===== config.mk =====
export PLATFORM = sky130hd
export DESIGN_NAME = dsp_console
export DESIGN_NICKNAME = d
export VERILOG_FILES = /design/src/rtl/dsp_console.sv
export SDC_FILE = /design/constraint.sdc
export NUM_CORES = 1
export LEC_CHECK = 0
export ABC_AREA = 1
export CAP_MARGIN = 20
export CELL_PAD_IN_SITES_DETAIL_PLACEMENT = 0
export CELL_PAD_IN_SITES_GLOBAL_PLACEMENT = 2
export CORE_MARGIN = 2
export CORE_UTILIZATION = 31
export DETAILED_ROUTE_END_ITERATION = 8
export PLACE_DENSITY_LB_ADDON = 0.1
export SETUP_SLACK_MARGIN = 0.1
export SLEW_MARGIN = 10
export SYNTH_ARGS = -nofsm -noshare
export SYNTH_HDL_FRONTEND = slang
export SYNTH_SLANG_ARGS = --single-unit

===== constraint.sdc =====
create_clock -name clk -period 6.87 [get_ports clk]
set_clock_uncertainty 0.2 [all_clocks]
set_input_delay 0.687 -clock clk [delete_from_list [all_inputs] [get_ports clk]]
set_output_delay 0.687 -clock clk [all_outputs]
set_load 0.05 [all_outputs]

===== src/rtl/dsp_console.sv =====
// Console byte stream to character-cell display bus master.
// Owns the cursor and performs CR/LF/BS/FF, auto-wrap, clear and hardware scroll.
module dsp_console #(
    parameter int ROWS = 30,
    parameter int COLS = 80
) (
    input  logic        clk,
    input  logic        reset,
    input  logic [7:0]  in_data,
    input  logic [7:0]  in_attr,
    input  logic        in_valid,
    output logic        in_ready,
    output logic [11:0] dsp_addr,
    output logic        dsp_en,
    output logic        dsp_wr,
    input  logic        dsp_wt,
    output logic [15:0] dsp_wdata,
    input  logic [15:0] dsp_rdata,
    output logic [4:0]  cur_row,
    output logic [6:0]  cur_col,
    output logic        busy
);
    localparam logic [4:0] LAST_ROW = 5'(ROWS - 1);
    localparam logic [6:0] LAST_COL = 7'(COLS - 1);
    localparam logic [7:0] CH_BS = 8'h08;
    localparam logic [7:0] CH_LF = 8'h0A;
    localparam logic [7:0] CH_FF = 8'h0C;
    localparam logic [7:0] CH_CR = 8'h0D;
    localparam logic [7:0] CH_SP = 8'h20;

    typedef enum logic [2:0] {
        S_IDLE,
        S_DECODE,
        S_PUT,
        S_SC_RD,
        S_SC_WR,
        S_SC_BLANK,
        S_CLEAR
    } state_t;

    // A single-row screen has nothing to move, only the blank row to write.
    localparam state_t SCROLL_FIRST = (ROWS > 1) ? S_SC_RD : S_SC_BLANK;

    state_t      r_state, w_state_nx;
    logic [4:0]  r_row, w_row_nx, r_sr, w_sr_nx;
    logic [6:0]  r_col, w_col_nx, r_sc, w_sc_nx;
    logic [7:0]  r_attr, r_char;
    logic [15:0] r_cap;
    logic        w_accept, w_cap_en;

    assign in_ready = (r_state == S_IDLE) && !reset;
    assign w_accept = in_valid && in_ready;
    assign busy     = (r_state != S_IDLE);
    assign cur_row  = r_row;
    assign cur_col  = r_col;

    always_ff @(posedge clk or posedge reset) begin
        if (reset) begin
            r_state <= S_IDLE;
            r_row   <= '0;
            r_col   <= '0;
            r_sr    <= '0;
            r_sc    <= '0;
        end else begin
            r_state <= w_state_nx;
            r_row   <= w_row_nx;
            r_col   <= w_col_nx;
            r_sr    <= w_sr_nx;
            r_sc    <= w_sc_nx;
        end
    end

    // Byte latch and read capture are only observed after being loaded.
    always_ff @(posedge clk) begin
        if (w_accept) begin
            r_attr <= in_attr;
            r_char <= in_data;
        end
        if (w_cap_en)
            r_cap <= dsp_rdata;
    end

    always_comb begin
        w_state_nx = r_state;
        w_row_nx   = r_row;
        w_col_nx   = r_col;
        w_sr_nx    = r_sr;
        w_sc_nx    = r_sc;
        w_cap_en   = 1'b0;
        dsp_en     = 1'b0;
        dsp_wr     = 1'b0;
        dsp_addr   = '0;
        dsp_wdata  = '0;
        case (r_state)
            S_IDLE: begin
                if (w_accept)
                    w_state_nx = (in_data >= CH_SP) ? S_PUT : S_DECODE;
            end
            S_DECODE: begin
                w_state_nx = S_IDLE;
                case (r_char)
                    CH_CR: w_col_nx = '0;
                    CH_BS: begin
                        if (r_col != '0)
                            w_col_nx = r_col - 7'd1;
                    end
                    CH_LF: begin
                        if (r_row == LAST_ROW) begin
                            w_sr_nx    = 5'd1;
                            w_sc_nx    = '0;
                            w_state_nx = SCROLL_FIRST;
                        end else begin
                            w_row_nx = r_row + 5'd1;
                        end
                    end
                    CH_FF: begin
                        w_sr_nx    = '0;
                        w_sc_nx    = '0;
                        w_state_nx = S_CLEAR;
                    end
                    default: ;
                endcase
            end
            S_PUT: begin
                dsp_en     = 1'b1;
                dsp_wr     = 1'b1;
                dsp_addr   = {r_row, r_col};
                dsp_wdata  = {r_attr, r_char};
                w_state_nx = S_IDLE;
                if (r_col != LAST_COL) begin
                    w_col_nx = r_col + 7'd1;
                end else if (r_row != LAST_ROW) begin
                    w_col_nx = '0;
                    w_row_nx = r_row + 5'd1;
                end else begin
                    w_sr_nx    = 5'd1;
                    w_sc_nx    = '0;
                    w_state_nx = SCROLL_FIRST;
                end
            end
            S_SC_RD: begin
                // Address stays put until the display releases wait.
                dsp_en   = 1'b1;
                dsp_addr = {r_sr, r_sc};
                if (!dsp_wt) begin
                    w_cap_en   = 1'b1;
                    w_state_nx = S_SC_WR;
                end
            end
            S_SC_WR: begin
                dsp_en     = 1'b1;
                dsp_wr     = 1'b1;
                dsp_addr   = {r_sr - 5'd1, r_sc};
                dsp_wdata  = r_cap;
                w_state_nx = S_SC_RD;
                if (r_sc != LAST_COL) begin
                    w_sc_nx = r_sc + 7'd1;
                end else begin
                    w_sc_nx = '0;
                    if (r_sr == LAST_ROW)
                        w_state_nx = S_SC_BLANK;
                    else
                        w_sr_nx = r_sr + 5'd1;
                end
            end
            S_SC_BLANK: begin
                dsp_en    = 1'b1;
                dsp_wr    = 1'b1;
                dsp_addr  = {LAST_ROW, r_sc};
                dsp_wdata = {r_attr, CH_SP};
                if (r_sc != LAST_COL) begin
                    w_sc_nx = r_sc + 7'd1;
                end else begin
                    w_state_nx = S_IDLE;
                    w_row_nx   = LAST_ROW;
                    w_col_nx   = '0;
                end
            end
            S_CLEAR: begin
                dsp_en    = 1'b1;
                dsp_wr    = 1'b1;
                dsp_addr  = {r_sr, r_sc};
                dsp_wdata = {r_attr, CH_SP};
                if (r_sc != LAST_COL) begin
                    w_sc_nx = r_sc + 7'd1;
                end else begin
                    w_sc_nx = '0;
                    if (r_sr == LAST_ROW) begin
                        w_state_nx = S_IDLE;
                        w_row_nx   = '0;
                        w_col_nx   = '0;
                    end else begin
                        w_sr_nx = r_sr + 5'd1;
                    end
                end
            end
            default: w_state_nx = S_IDLE;
        endcase
    end
endmodule


After elaboration in Yosys (flattened, before gate mapping)
Index checks and enable logic that the tools add are counted.
{ "word_totals": {"reg_bits": 59, "latchBits": 0, "mem_bits_rw": 0, "mem_bits_ro": 0, "word_cells": 116, "memories": 0} }
{ "op_classes": {"addsub": 6, "n_mul": 0, "n_div": 0, "order_cmp": 1, "n_eq_ne": 33, "shifts": 0, "mux": 49, "bitwise_logic": 0, "n_reduce_logical": 19} }
{ "op_table": {"columns": ["operator", "n"], "rows": [
  ["$mux W7", 11],
  ["$mux W5", 12],
  ["$pmux W7 S4", 2],
  ["$pmux W12 S4", 1],
  ["$pmux W16 S3", 1],
  ["$eq A8 B4 Y1 const B", 4],
  ["$pmux W7 S2", 2],
  ["$ne A2 B2 Y1 const B", 13],
  ["$mux W3", 7],
  ["$pmux W3 S7", 1],
  ["$pmux W5 S4", 1],
  ["$pmux W5 S3", 1],
  ["$add A7 B1 Y7 const B", 2],
  ["$ne A7 B7 Y1 const B", 2],
  ["$reduce_and A7 Y1", 2],
  ["$add A5 B1 Y5 const B", 2],
  ["$eq A5 B5 Y1 const B", 2],
  ["$pmux W5 S2", 1],
  ["$eq A3 B3 Y1 const B", 3],
  ["$ne A3 B3 Y1 const B", 3],
  ["$ge A8 B6 Y1 const B", 1],
  ["$mux W2", 4],
  ["$reduce_and A8 Y1", 1],
  ["$reduce_bool A4 Y1", 2],
  ["19 further kinds", 27]
]} }

Logic depth before layout (Yosys ltp)
{ "depth": {"word_depth": 5, "ltp_mapped": 12} }

Worst setup path before layout
OpenSTA, ideal clock, no wires.
{ "synth_timing": {"kind": "reg2out", "start": "register r_state[0]", "end": "output dsp_addr[2]", "arrival_ps": 2185, "required_time_ps": 5983, "path_slack_ps": 3798, "path_stages_with_launch": 7, "cell_sequence": "dfrtp_1 inv_1 ha_1 nand2_1 nand2_1 nor2_1 o21ai_0"} }
{ "synth_between": {"elab_chain_len": 3} }
{ "synth_rtl": {"columns": ["element", "line_no", "rtl"], "rows": [
  ["from (decl)", "44", "state_t r_state, w_state_nx;"],
  ["from (signal assigned)", "65", "r_state <= w_state_nx;"],
  ["$eq A3 B3 Y1 / $eq A3 B2 Y1 (equally long branches)", "94", "case (r_state)"],
  ["$reduce_or A2 Y1 (no line)", null, null],
  ["$pmux W12 S4 (*)", "94", null],
  ["to (decl)", "13", "output logic [11:0] dsp_addr,"]
]} }
Every way passes the cells marked *; elsewhere a longest branch is shown, timed or not.

Worst setup path after layout
{ "layout_timing": {"start": "register r_state[0]", "end": "output dsp_wdata[5]"} }
{ "layout_between": {"elab_chain_len": 3} }
{ "layout_rtl": {"columns": ["element", "line_no", "rtl"], "rows": [
  ["$eq A3 B3 Y1", "94", null],
  ["$reduce_or A2 Y1 (no line)", null, null],
  ["$pmux W16 S3 (*)", "94", null],
  ["to (decl)", "17", "output logic [15:0] dsp_wdata,"]
]} }
Marked as above.

==> summary.md <==
| Metric | Value |
|---|---|
| Status | finished, final reports clean |
| Cells after Synth | 507 |
| Layout cells sized above 1 | 8.03% |
| Synth top area share | 25.6% |
| Final GP Congestion | 0.829 |
| Initial antenna violation count | 0 |
| H-tree Lvls | 3 |
| Hold WC Path Type | register to register |
| Slew HR | 65.8% |
| Total negative setup slack | 0 ps |
| Yosys reg bits | 59 |
| Final setup viols | 0 |
| HP Start | cur_row[4]$_DFFE_PP0P_ |
| Die Span X | 114 um |
| R2R Path End | r_sc[3]$_DFFE_PP0P_ |
| Routed via count | 3,618 |
| First-pass GRT wire length | 18,400 um |
| Core footprint | 11,900 sq um |
| DR top layer | met4 |
| Critical Path AT | 2920 ps |
| Ys async rst share | 45.8% |
| Worst setup SP type | register |
| Skew-Pair Late Insertion Delay | 340 ps |
| Final net count | 642 |
| Routed length per instance | 15.0 um |
| R2r setup slk | 4380 ps |
| Reg2reg path depth | 10 |
| PD cells | 375 nW/um^2 |
| Prevailing post-synth register cell | edfxtp_1 |
| Avg Cell Area, Syn | 7.41 sq um |
| Commonest non-fill, non-tap cell in the layout | nand2_1 |
| Netlist cell types | 33 |
| Die area | 13,000 sq um |
| Longest Clk Path Bufs | 2 |
| Leakage | 2.22 nW |
| Cells after DPL | 729 |
| Mapped Area | 3760 sq um |
| RSZ-0062 raised after global routing | no |
| Worst-path clk slew | 60 ps |
| Buffers on Ports | 79 |
| CTS tree | yes |
| End of the worst hold path | cur_row[4]$_DFFE_PP0P_ |
| Final Cycle Share | 55.5% |
| Final Util | 42.1% |
| Hold path cells | 2 |
| DR WL met3 | 531 um |
| Die Y | 114 um |
| Routed Antenna Nets | 0 |
| Post-synth net total | 556 |
| CTS root buf | clkbuf_16 |
| Critical path class | register to output pin |
| Cts-stage hold buffer count | 0 |
| Met2 WL | 5150 um |
| Largest net degree at the start of global routing | 28 |
| CP max FO | 17 |
| Synth-to-Final Area Change | 33.6% |
| Met1 WL | 5320 um |
| Clock period minus worst slack | 3810 ps |
| Peak supply drop | 192 uV |
| Starting Density | 31.5% |
| CTS Buf Count | 9 |
| Highest Clock Rate | 262 MHz |
| Maxcap violations | 0 |
| Synth area leaders | edfxtp_1, dfrtp_1, nand2_1 |
| Slew @ Worst Pin | 511 ps |
| Final Non-Filler Cells | 745 |
| Drt drc | 0 |
| CTS Sinks | 59 |
| Grt ovf | 0 |
| Pins Over Slew Limit | 0 |
| Detail Placement HPWL | 8350 um |
| Crit Reg-Reg Startpoint | r_state[1]$_DFFE_PP0P_ |
| Critical Path RT | 5980 ps |
| DRT Pass-1 Iters | 4 |
| Most frequent cells in the layout | nand2_1, clkdlybuf4s50_1, inv_1 |
| Synth warnings | 0 |
| Element type at the critical path end | output pin |
| EDFF count, synth | 32 |
| Post-CTS sizing | 0 |
| Top Ports | 80 |
| Via density | 4.86 |
| Total Routing Usage GR | 18.2% |
| Hold WS | 330 ps |
| Post-synthesis sequential area ratio | 43.6% |
| # rows | 40 |
| Vias in the first global route | 3,655 |
| # diodes | 0 |
| Post-CTS Setup Inserts | 0 |
| Final hold violations | 0 |
| DR iter-0 viols | 234 |
| Dominant cell type by area after synthesis | edfxtp_1 |
| WL final | 11,200 um |
## sequential cells by signal (all words and copies together) (netlist names)
signal,cells
r_attr,8
cur_row,5
r_sr,5
r_sc,7
r_cap,16
r_state,3
cur_col,7
r_char,8
## worst max path at each step
stage / from / end / slack, ps / cells past startpoint
global placement: r_state[0]$_DFFE_PP0P_ / dsp_wdata[5] / 3470 / 7
CTS: r_state[0]$_DFFE_PP0P_ / dsp_wdata[5] / 3020 / 7
detailed placement: r_state[0]$_DFFE_PP0P_ / dsp_wdata[5] / 3400 / 7
finish: r_state[0]$_DFFE_PP0P_ / dsp_wdata[5] / 3060 / 7
floorplan: r_state[0]$_DFFE_PP0P_ / dsp_addr[2] / 3800 / 6
global route: r_state[0]$_DFFE_PP0P_ / dsp_wdata[5] / 2830 / 7
## final cells by class
type | instances | area (sq um)
fillers | 1238 | 6890
multi-input cells | 383 | 1870
clock buffers | 10 | 229
well taps | 147 | 184
flip-flops and latches | 59 | 1640
clock inverters | 6 | 66.3
inverters | 57 | 214
repair buffers | 83 | 821
## cell usage after synthesis, types with 3 or more instances
library cell,instances
nand2_1,180
inv_1,50
nand3_1,46
nor2_1,33
edfxtp_1,32
a21oi_1,30
dfrtp_1,27
o21ai_0,22
ha_1,13
nand4_1,11
nor2_2,9
inv_2,7
nand2_2,6
buf_2,5
nor3_1,4
o22ai_1,4
xor2_1,4
xnor2_1,3
## where the power goes
part	switching, W	internal [W]	leakage (nW)
logic	0.000647	0.000286	1.43
registers	0.0000684	0.000430	0.656
clock network	0.000168	0.000280	0.136
## layer usage
metal  vias up  track usage, %
met1      1678            24.5
met5         -               0
met3        13            4.29
met2        91            28.9
met4         0            6.34
li1       1836               -
## worst max-delay path: stages (launching register included)
cell	delay, ps
dfrtp_1	420
inv_1	100
ha_1	240
nand2_1	310
inv_2	410
nand2_1	100
a21oi_1	170
clkdlybuf4s50_1	820
## metrics by stage
step / setup WS, ps / power, W / instance area [sq um]
floorplan: 3800 / 0.00114 / 3760
global placement: 3470 / 0.00144 / 4720
detailed placement: 3400 / 0.00144 / 4720
CTS: 3020 / 0.00190 / 5020
global route: 2830 / 0.00201 / 5020
finish: 3060 / 0.00188 / 5020
## logic make-up after synthesis
logic type / synth area share, %
compound gates: 9.79
buf+inv: 6.86
fa+ha+maj: 4.33
flops: 43.6
simple gates: 33.8
xor+xnor: 1.63
Power figures use the tool's default switching activity.
